<file path="config.mk">
export PLATFORM = sky130hd
export DESIGN_NAME = decode_stage_pipe_flat
export DESIGN_NICKNAME = d
export VERILOG_FILES = /design/src/rtl/decode_stage_pipe_if.sv /design/src/rtl/decode_stage_pipe.sv /design/src/flat_wrapper.sv
export SDC_FILE = /design/constraint.sdc
export NUM_CORES = 1
export LEC_CHECK = 0
export BUFFER_PORTS_ARGS = -buffer_cell sky130_fd_sc_hd__buf_2
export CAP_MARGIN = 30
export CORE_MARGIN = 4
export CORE_UTILIZATION = 30
export CTS_BUF_LIST = sky130_fd_sc_hd__clkbuf_4 sky130_fd_sc_hd__clkbuf_8
export DETAILED_ROUTE_END_ITERATION = 8
export PLACE_DENSITY_LB_ADDON = 0.3
export SYNTH_ARGS = -nofsm -noshare
export SYNTH_HDL_FRONTEND = slang
export SYNTH_SLANG_ARGS = --single-unit
</file>
<file path="constraint.sdc">
create_clock -name clock -period 7 [get_ports clock]
set_input_delay 0.35 -clock clock [delete_from_list [all_inputs] [get_ports clock]]
set_output_delay 0.35 -clock clock [all_outputs]
set_load 0.01 [all_outputs]
</file>
<file path="src/rtl/decode_stage_pipe_if.sv">
// ---------------------------------------------------------------------------
// decode_stage_pipe_if
//   Handshake bundle between fetch and the decode stage, and between the
//   decode stage and register-read.
//   master : the side that feeds instructions in and takes decoded entries out
//   slave  : the decode stage itself
// Signals
//   in_valid/in_ready/in_insn/in_pc         fetch -> decode transfer
//   out_valid/out_ready                     decode -> register-read transfer
//   out_pc/out_class/out_rd/out_rs/out_rt   decoded entry fields
//   out_shamt/out_aluop/out_imm/out_target
// ---------------------------------------------------------------------------
interface decode_stage_pipe_if #(
  parameter int DATA_W = 32,
  parameter int PC_W   = 32
);
  logic              in_valid;
  logic              in_ready;
  logic [31:0]       in_insn;
  logic [PC_W-1:0]   in_pc;

  logic              out_valid;
  logic              out_ready;
  logic [PC_W-1:0]   out_pc;
  logic [10:0]       out_class;
  logic [4:0]        out_rd;
  logic [4:0]        out_rs;
  logic [4:0]        out_rt;
  logic [4:0]        out_shamt;
  logic [4:0]        out_aluop;
  logic [DATA_W-1:0] out_imm;
  logic [DATA_W-1:0] out_target;

  modport master (
    output in_valid, in_insn, in_pc, out_ready,
    input  in_ready, out_valid, out_pc, out_class, out_rd, out_rs, out_rt,
           out_shamt, out_aluop, out_imm, out_target
  );

  modport slave (
    input  in_valid, in_insn, in_pc, out_ready,
    output in_ready, out_valid, out_pc, out_class, out_rd, out_rs, out_rt,
           out_shamt, out_aluop, out_imm, out_target
  );
endinterface

</file>
<file path="src/rtl/decode_stage_pipe.sv">
// ---------------------------------------------------------------------------
// decode_stage_pipe
//   Registered decode stage between fetch and register-read. Instructions
//   are decoded combinationally on entry and stored decoded in a two-entry
//   (main + skid) buffer, so in_ready depends only on registered state.
// Ports
//   clock   rising-edge clock
//   reset   asynchronous, active-high reset
//   flush   synchronous discard of all buffered entries (wins over transfers)
//   bus     decode_stage_pipe_if.slave handshake/data bundle
// Optional feature (macro DECODE_ILLEGAL_TRAP_EN)
//   out_illegal   presented entry carries an unlisted opcode
//   illegal_seen  sticky flag, set when an unlisted opcode is accepted,
//                 cleared only by reset
// ---------------------------------------------------------------------------
module decode_stage_pipe #(
  parameter int DATA_W = 32,
  parameter int PC_W   = 32
) (
  input  logic clock,
  input  logic reset,
  input  logic flush,
  decode_stage_pipe_if.slave bus
`ifdef DECODE_ILLEGAL_TRAP_EN
  ,
  output logic out_illegal,
  output logic illegal_seen
`endif
);

  typedef struct packed {
    logic [PC_W-1:0]   pc;
    logic [10:0]       cls;
    logic [4:0]        rd;
    logic [4:0]        rs;
    logic [4:0]        rt;
    logic [4:0]        shamt;
    logic [4:0]        aluop;
    logic [DATA_W-1:0] imm;
    logic [DATA_W-1:0] target;
`ifdef DECODE_ILLEGAL_TRAP_EN
    logic              illegal;
`endif
  } entry_t;

  // Occupancy: EMPTY (no entry), ONE (main only), FULL (main + skid).
  typedef enum logic [1:0] {EMPTY, ONE, FULL} state_t;

  state_t state;
  entry_t main_q;
  entry_t skid_q;
  entry_t dec;
  entry_t shown;
  logic   accept;
  logic   emit;

  assign bus.in_ready  = (state != FULL);
  assign bus.out_valid = (state != EMPTY);
  assign accept        = bus.in_valid & bus.in_ready;
  assign emit          = bus.out_valid & bus.out_ready;

  // Decode of the incoming instruction; the opcode lives in insn[31:27].
  // NOTE: every field gets a default before the case so no latch is inferred.
  always_comb begin
    dec        = '0;
    dec.pc     = bus.in_pc;
    dec.rd     = bus.in_insn[26:22];
    dec.rs     = bus.in_insn[21:17];
    dec.rt     = bus.in_insn[16:12];
    dec.shamt  = bus.in_insn[11:7];
    dec.aluop  = bus.in_insn[6:2];
    dec.imm    = DATA_W'($signed(bus.in_insn[16:0]));
    dec.target = DATA_W'(bus.in_insn[26:0]);
    case (bus.in_insn[31:27])
      5'b00000: dec.cls = 11'h001;  // alu
      5'b00001: dec.cls = 11'h002;  // j
      5'b00010: dec.cls = 11'h004;  // bne
      5'b00011: dec.cls = 11'h008;  // jal
      5'b00100: dec.cls = 11'h010;  // jr
      5'b00101: dec.cls = 11'h020;  // addi
      5'b00110: dec.cls = 11'h040;  // blt
      5'b00111: dec.cls = 11'h080;  // sw
      5'b01000: dec.cls = 11'h100;  // lw
      5'b10101: dec.cls = 11'h200;  // setx
      5'b10110: dec.cls = 11'h400;  // bex
      default: begin
        dec.cls = 11'h000;
`ifdef DECODE_ILLEGAL_TRAP_EN
        dec.illegal = 1'b1;
`endif
      end
    endcase
  end

  // NOTE: sequential state uses non-blocking assignments so every flop
  // samples pre-edge values regardless of statement order.
  // NOTE: the two entry registers are reset as well, so no X can ever reach
  // the outputs even before the first transfer.
  always_ff @(posedge clock or posedge reset) begin
    if (reset) begin
      state  <= EMPTY;
      main_q <= '0;
      skid_q <= '0;
    end else if (flush) begin
      state <= EMPTY;
    end else begin
      case (state)
        EMPTY: if (accept) begin
          main_q <= dec;
          state  <= ONE;
        end
        ONE: begin
          if (accept && emit) begin
            main_q <= dec;
          end else if (accept) begin
            skid_q <= dec;
            state  <= FULL;
          end else if (emit) begin
            state <= EMPTY;
          end
        end
        FULL: if (emit) begin
          main_q <= skid_q;
          state  <= ONE;
        end
        default: state <= EMPTY;
      endcase
    end
  end

  // Stale main contents are masked so all outputs read 0 while EMPTY.
  assign shown          = (state == EMPTY) ? '0 : main_q;
  assign bus.out_pc     = shown.pc;
  assign bus.out_class  = shown.cls;
  assign bus.out_rd     = shown.rd;
  assign bus.out_rs     = shown.rs;
  assign bus.out_rt     = shown.rt;
  assign bus.out_shamt  = shown.shamt;
  assign bus.out_aluop  = shown.aluop;
  assign bus.out_imm    = shown.imm;
  assign bus.out_target = shown.target;

`ifdef DECODE_ILLEGAL_TRAP_EN
  assign out_illegal = shown.illegal;

  // An accept in a flush cycle is dropped, so it does not count as seen.
  always_ff @(posedge clock or posedge reset) begin
    if (reset) begin
      illegal_seen <= 1'b0;
    end else if (accept && !flush && dec.illegal) begin
      illegal_seen <= 1'b1;
    end
  end
`endif

endmodule
</file>
<file path="src/flat_wrapper.sv">
// flat-port wrapper written by rule: the top's interface ports become plain ports
module decode_stage_pipe_flat 
#(
  parameter int DATA_W = 32,
  parameter int PC_W   = 32
)
  (clock, reset, flush, bus_in_valid, bus_in_insn, bus_in_pc, bus_out_ready, bus_in_ready, bus_out_valid, bus_out_pc, bus_out_class, bus_out_rd, bus_out_rs, bus_out_rt, bus_out_shamt, bus_out_aluop, bus_out_imm, bus_out_target);
  decode_stage_pipe_if #(.DATA_W(DATA_W), .PC_W(PC_W)) bus_i ();
  input  logic clock;
  input  logic reset;
  input  logic flush;
  input wire logic [$bits(bus_i.in_valid)-1:0] bus_in_valid;
  input wire logic [$bits(bus_i.in_insn)-1:0] bus_in_insn;
  input wire logic [$bits(bus_i.in_pc)-1:0] bus_in_pc;
  input wire logic [$bits(bus_i.out_ready)-1:0] bus_out_ready;
  output wire logic [$bits(bus_i.in_ready)-1:0] bus_in_ready;
  output wire logic [$bits(bus_i.out_valid)-1:0] bus_out_valid;
  output wire logic [$bits(bus_i.out_pc)-1:0] bus_out_pc;
  output wire logic [$bits(bus_i.out_class)-1:0] bus_out_class;
  output wire logic [$bits(bus_i.out_rd)-1:0] bus_out_rd;
  output wire logic [$bits(bus_i.out_rs)-1:0] bus_out_rs;
  output wire logic [$bits(bus_i.out_rt)-1:0] bus_out_rt;
  output wire logic [$bits(bus_i.out_shamt)-1:0] bus_out_shamt;
  output wire logic [$bits(bus_i.out_aluop)-1:0] bus_out_aluop;
  output wire logic [$bits(bus_i.out_imm)-1:0] bus_out_imm;
  output wire logic [$bits(bus_i.out_target)-1:0] bus_out_target;
  assign bus_i.in_valid = bus_in_valid;
  assign bus_i.in_insn = bus_in_insn;
  assign bus_i.in_pc = bus_in_pc;
  assign bus_i.out_ready = bus_out_ready;
  assign bus_in_ready = bus_i.in_ready;
  assign bus_out_valid = bus_i.out_valid;
  assign bus_out_pc = bus_i.out_pc;
  assign bus_out_class = bus_i.out_class;
  assign bus_out_rd = bus_i.out_rd;
  assign bus_out_rs = bus_i.out_rs;
  assign bus_out_rt = bus_i.out_rt;
  assign bus_out_shamt = bus_i.out_shamt;
  assign bus_out_aluop = bus_i.out_aluop;
  assign bus_out_imm = bus_i.out_imm;
  assign bus_out_target = bus_i.out_target;
  decode_stage_pipe #(.DATA_W(DATA_W), .PC_W(PC_W)) u_core (.clock(clock), .reset(reset), .flush(flush), .bus(bus_i));
endmodule
</file>
==> results.ini, run 1 <==
[run_status]
run_status = completed

[global_route]
grt-ovfl-total = 0
grt_max_degree = 81
grt_pass1_wl_um = 27500
grt_pass1_vias = 5385
antenna_found_initial = 1
grtUsageTotal_pct = 12.7

[floorplan]
io_pins = 203
initial_core_util_pct = 30.4
core-area_um2 = 24200
floorplan.die_area_um2 = 27100
fp.dieW_um = 165
rows = 57
fp.dieH_um = 165

[logic_synthesis]
yosysWarningCount = 0
synth_top_area_share_pct = 48.2
synth_compound_area_share_pct = 2.11
synthCells = 822
synth-xor-area-share_pct = 0
synth_top_area_cell = dfrtp_1
synth.area.top_cells = dfrtp_1 48%, nand2_1 19%, mux2_2 8.7%
synth-main-ff-cell = dfrtp_1
ys_seq_area_share_pct = 48.2
synthAdderAreaFrac_pct = 0
yosys.area_share.simple_pct = 27.6
async_flop_share_pct = 100
muxShareOfSynthArea_pct = 11.2
avgSynthCellArea_um2 = 8.97
ys_seq_elements = 142
synth_top_family_by_area = simple AND/OR/NAND/NOR gates
synth_edf_count = 0
syn_area_um2 = 7370
synth.distinct_cells = 31

[final_layout]
nNetsFinal = 1012
n_fill_cell = 2522
multi_input_area_um2 = 3050
num_antenna_cells = 0
fin_cells = 1278
regArea_um2 = 3550
drive_gt1_share_pct = 32.6
mostFrequentLayoutCells = 378 x nand2_1, 197 x buf_2, 142 x dfrtp_1, 70 x and2_1, 57 x mux2_2
area_delta_synth_final_pct = 16.0
final_common_cell = nand2_1

[critical_path]
rrSetupSlack_ns = 4.41
critPathBufInv = 4
path_depth = 5
reg2reg_depth = 7
reg2reg_to = u_core.main_q[84]
rr_startpoint = u_core.state[1]
setup.worst_path.start_class = register
cp-startpoint = u_core.state[1]
worstSetupPathType = reg2out
worstPathCellList = nor2b_4 > buf_4 > inv_2 > buf_12 > buf_2
end_kind = output port
slowest_stage = buf_4
cp.required_ns = 6.65
cpLargestDelayFamily = buffers and inverters
cp_slowest_stage_delay_ns = 0.69
worst_ep_arrival_time_ns = 2.67
critPathMaxFanout = 80

[route]
first_iter_violations = 231
avgViaCountPerCell = 4.29
drtPass1Iterations = 4
vias = 5485
drc = 0
wl_um = 17100
ant_nets = 0
avgRoutedWirePerCell_um = 13.4

[power_and_ir_drop]
p_total_mw = 2.24
clockPowerShare_pct = 33.8
p_sw_mw = 0.611
power_density_nw_per_um2 = 262
p_comb_share_pct = 18.9
irDropWorstVdd_v = 0.000105
switching_share_pct = 27.3
p_int_mw = 1.63
power_frac_seq_pct = 47.3
power_leakage_nw = 4.66

[cts]
clock_sinks = 142
root_buffer = clkbuf_8
cts_setup_buffers = 0
postCtsResizedCells = 0
cts_tree = yes
clkTransAtPathRegs_ns = 0.08
clk_latency_ns = 0.43
htreeDepth = 4
postCtsHoldBufs = 0
clockBufferDepth = 2
cts_buffers = 17

[sta]
worst_slew_pin_slew_ns = 0.895
finalHoldViolCount = 0
slew_headroom_pct = 40.4
fin_skew_ns = 0.0116
fmax_ghz = 0.331
slew_violations = 0
fin_hold_ws_ns = 0.0254
final.setup.tns_ns = 0
setup_ws_ns = 3.98
rsz0062_at_grt = no
period_share_pct = 43.2
fin_crit_ns = 3.02
setup_viol = 0

[min_path]
hold_path.class = in2async

[place]
dp_slack_ns = 4.43
port-buffer-count = 197
hpwl_um = 11000
routabilityCongestion = 0.711
place_inst = 1248

[run]
drv_cap = 0

-- per-stage QoR --
stage	util, %	area, um2
2_1_floorplan	-	7380
3_3_place_gp	33.2	8050
3_5_place_dp	33.4	8090
4_1_cts	35.3	8550
5_1_grt	35.3	8550
6_report	35.3	8550
-- sequential cells by signal (all words and copies together), names as in the netlist --
| name | cells |
|---|---|
| u_core.main_q | 70 |
| u_core.skid_q | 70 |
| u_core.state | 2 |
-- worst max-delay path by stage --
| stage | endpoint | slack, ns |
|---|---|---|
| floorplan | u_core.main_q[100] | 2.84 |
| global placement | u_core.main_q[127] | 4.10 |
| global route | bus_out_imm[28] | 3.77 |
| CTS | bus_in_ready | 3.94 |
| detailed placement | u_core.main_q[82] | 4.43 |
| finish | bus_in_ready | 3.98 |
-- power groups by stage --
stage          sequential, mW  clock [mW]  combinational [mW]
6_report                 1.06       0.756               0.422
5_1_grt                  1.08       0.820               0.483
4_1_cts                  1.06       0.788               0.433
3_5_place_dp             1.08           0               0.432
3_3_place_gp             1.07           0               0.422
2_1_floorplan            1.05           0               0.347
-- synth_stat cells, types with 4 or more instances --
library cell	number
and2_1	70
a22o_1	6
mux2_4	10
nand3_1	9
nor2_1	5
buf_2	15
nor3_1	4
nand2_1	378
dfrtp_1	142
o31ai_1	4
o21ai_0	6
mux2_2	57
clkbuf_1	10
buf_4	66
buf_6	16
-- layer usage --
layer | vias up | global-route usage (%) | routed length (um)
met4 | 2 | 3.52 | 136
met2 | 167 | 20.5 | 7810
met1 | 2565 | 17.1 | 8030
met5 | - | 0 | 13
met3 | 8 | 3.24 | 1150
li1 | 2743 | - | -
-- logic make-up (layout without fill, tap and decap cells) --
| group | after synthesis | in the layout |
|---|---|---|
| other | 1 | 5 |
| buffers and inverters | 109 | 237 |
| flip-flops | 142 | 142 |
| AND/OR/NAND/NOR | 479 | 479 |
| AO/OA/AOI/OAI | 21 | 21 |
| multiplexers | 70 | 70 |
-- layout make-up --
cell class | instances | share of cell area [%]
clock inverter | 10 | 2.20
clock buffer | 20 | 3.15
multi-input combinational | 575 | 35.7
sequential | 142 | 41.6
inverter | 2 | 0.146
timing repair buffer | 205 | 12.5
tap | 324 | 4.74
Power figures use the tool's default switching activity.
==> run 2, diff against run 1 <==
==> constraint.sdc (replaced) <==
create_clock -name clock -period 2.8 [get_ports clock]
set_input_delay 0.14 -clock clock [delete_from_list [all_inputs] [get_ports clock]]
set_output_delay 0.14 -clock clock [all_outputs]
set_load 0.01 [all_outputs]
==> run 2 against run 1 <==
  * Combinational power grew to 2.7 times the previous value
  * Non-clock buffer count is 66 higher
  * Utilization is 3.1 points higher
  * Critical path depth is 2 lower
  * Critical path type unchanged
  * Largest cell class unchanged
  * Highest routed layer is now met4
==> results.ini, run 2 (same netlist as run 1, synthesis figures left out) <==
[critical_path]
worstSetupPathType = reg2out
worst_ep_arrival_time_ns = 2.07  ; -0.60 ns
slowest_stage = dfrtp_1
cpLargestDelayFamily = simple AND/OR/NAND/NOR gates
critPathBufInv = 1  ; -3
worstPathCellList = or2_2 > and2_1 > buf_2
rrSetupSlack_ns = 0.71  ; -3.70 ns
cp_slowest_stage_delay_ns = 0.48  ; -0.21 ns
setup.worst_path.start_class = register
reg2reg_depth = 4  ; -3
rr_startpoint = u_core.state[1]
end_kind = output port
critPathMaxFanout = 26  ; -68%
cp.required_ns = 2.66  ; -3.99 ns
reg2reg_to = u_core.skid_q[99]

[sta]
fin_crit_ns = 2.21
period_share_pct = 79.0
fmax_ghz = 0.452
fin_skew_ns = 0.0133  ; +0.00175 ns
slew_headroom_pct = 45.8  ; +5.4 points
rsz0062_at_grt = no
slew_violations = 0  ; unchanged
setup_viol = 0  ; unchanged
finalHoldViolCount = 0  ; unchanged
final.setup.tns_ns = 0  ; unchanged
worst_slew_pin_slew_ns = 0.807  ; -0.0873 ns

[floorplan]
fp.dieW_um = 165  ; unchanged
floorplan.die_area_um2 = 27100  ; unchanged
rows = 57  ; unchanged
core-area_um2 = 24200  ; unchanged
initial_core_util_pct = 30.4  ; unchanged
io_pins = 203  ; unchanged
fp.dieH_um = 165  ; unchanged

[global_route]
grt-ovfl-total = 0  ; unchanged
grtUsageTotal_pct = 13.3  ; +0.60 points
grt_max_degree = 143  ; +77%
grt_pass1_vias = 5678  ; +5.4%
antenna_found_initial = 0  ; -1
grt_pass1_wl_um = 28800  ; +4.9%

[route]
ant_nets = 0  ; unchanged
vias = 5743  ; +4.7%
wl_um = 17800  ; +3.7%
first_iter_violations = 246  ; +6.5%
drc = 0  ; unchanged
avgRoutedWirePerCell_um = 13.2  ; -1.6%
drtPass1Iterations = 4  ; unchanged
avgViaCountPerCell = 4.27  ; -0.59%

[final_layout]
area_delta_synth_final_pct = 26.3
largestRegisters = u_core.main_q x70, u_core.skid_q x70, u_core.state x2
nNetsFinal = 1078  ; +6.5%
mostFrequentLayoutCells = 378 x nand2_1, 197 x buf_2, 142 x dfrtp_1, 70 x and2_1, 64 x dlygate4sd3_1
num_antenna_cells = 0  ; unchanged
drive_gt1_share_pct = 30.8  ; -1.8 points
final_common_cell = nand2_1

[place]
routabilityCongestion = 0.736  ; +3.5%
hpwl_um = 11000  ; +0.20%
port-buffer-count = 197  ; unchanged

[min_path]
hold_path.class = in2reg
hold-path-endpoint = u_core.skid_q[92]
whs_path_depth = 3
hp-start = bus_in_insn[27]

[power_and_ir_drop]
power_density_nw_per_um2 = 626  ; +140%
power_leakage_nw = 4.98  ; +6.8%
irDropWorstVdd_v = 0.000304  ; +190%
p_total_mw = 5.83  ; +160%

[cts]
clock_sinks = 142  ; unchanged
clockBufferDepth = 2  ; unchanged
clk_latency_ns = 0.43  ; about the same
cts_tree = yes
postCtsResizedCells = 0  ; unchanged
htreeDepth = 4  ; unchanged
cts_buffers = 17  ; unchanged
root_buffer = clkbuf_8
clkTransAtPathRegs_ns = 0.09  ; about the same

[run]
drv_cap = 0  ; unchanged

[run_status]
run_status = completed

==> run 2: worst register-to-register path, delay by kind of cell, from the launching register on <==
kind,cells,cell delay [ns]
AO/OA/AOI/OAI,1,0.25
buffers and inverters,1,0.34
flip-flops,1,0.47
AND/OR/NAND/NOR,2,0.96
==> run 2: worst max-delay path by stage <==
| stage | startpoint | end | slack (ns) | depth (start not counted) |
|---|---|---|---|---|
| after global routing | u_core.state[1] | bus_out_imm[28] | 0.33 | 3 |
| after detailed placement | u_core.state[1] | u_core.skid_q[99] | 0.71 | 4 |
| after global placement | u_core.state[1] | u_core.skid_q[99] | 0.72 | 4 |
| final | u_core.state[1] | bus_out_imm[20] | 0.59 | 3 |
| after floorplan | reset | u_core.main_q[100] | 0.88 | 1 |
| after CTS | u_core.state[1] | bus_out_imm[31] | 0.50 | 3 |
==> run 2: power by group <==
part | switching [mW] | total [mW] | internal [mW] | leakage, nW
logic | 0.568 | 1.14 | 0.577 | 2.96
clock network | 0.841 | 2.03 | 1.19 | 0.240
registers | 0.199 | 2.65 | 2.45 | 1.78
total | 1.61 | 5.83 | 4.22 | 4.98
==> run 2: what timing repair did <==
item / CTS / global route
hold endpoints to repair: 199 / 0
buffers inserted: 0 / 0
hold buffers: 64 / 0
==> run 2: cell type report <==
class                   count  area (um2)
fillers                  2467       14900
clock buffers              19         255
well taps                 324         405
inverters                   2        11.3
multi-input cells         575        3050
clock inverters            13         235
repair buffers            271        1800
flip-flops and latches    142        3550
==> run 2: stage by stage <==
step	worst slack [ns]	instance area, um2	hold WS, ns	util [%]	std cells
final	0.589	9310	0.0689	38.4	1346
after global routing	0.332	9310	0.0612	38.4	1346
after CTS	0.501	9310	0.0290	38.4	1346
after detailed placement	0.709	8180	0.350	33.7	1250
after global placement	0.725	8160	0.348	33.7	1249
after floorplan	0.883	7390	0.206	-	826
==> run 2: metal layers <==
metal	wire [um]	vias to the layer above	global-route usage (%)	part of all wire, %
li1	-	2880	-	-
met1	7980	2697	16.7	45
met2	8660	160	23.3	49
met3	999	6	2.89	5.6
met4	133	0	3.59	0.75
met5	0	-	0	0
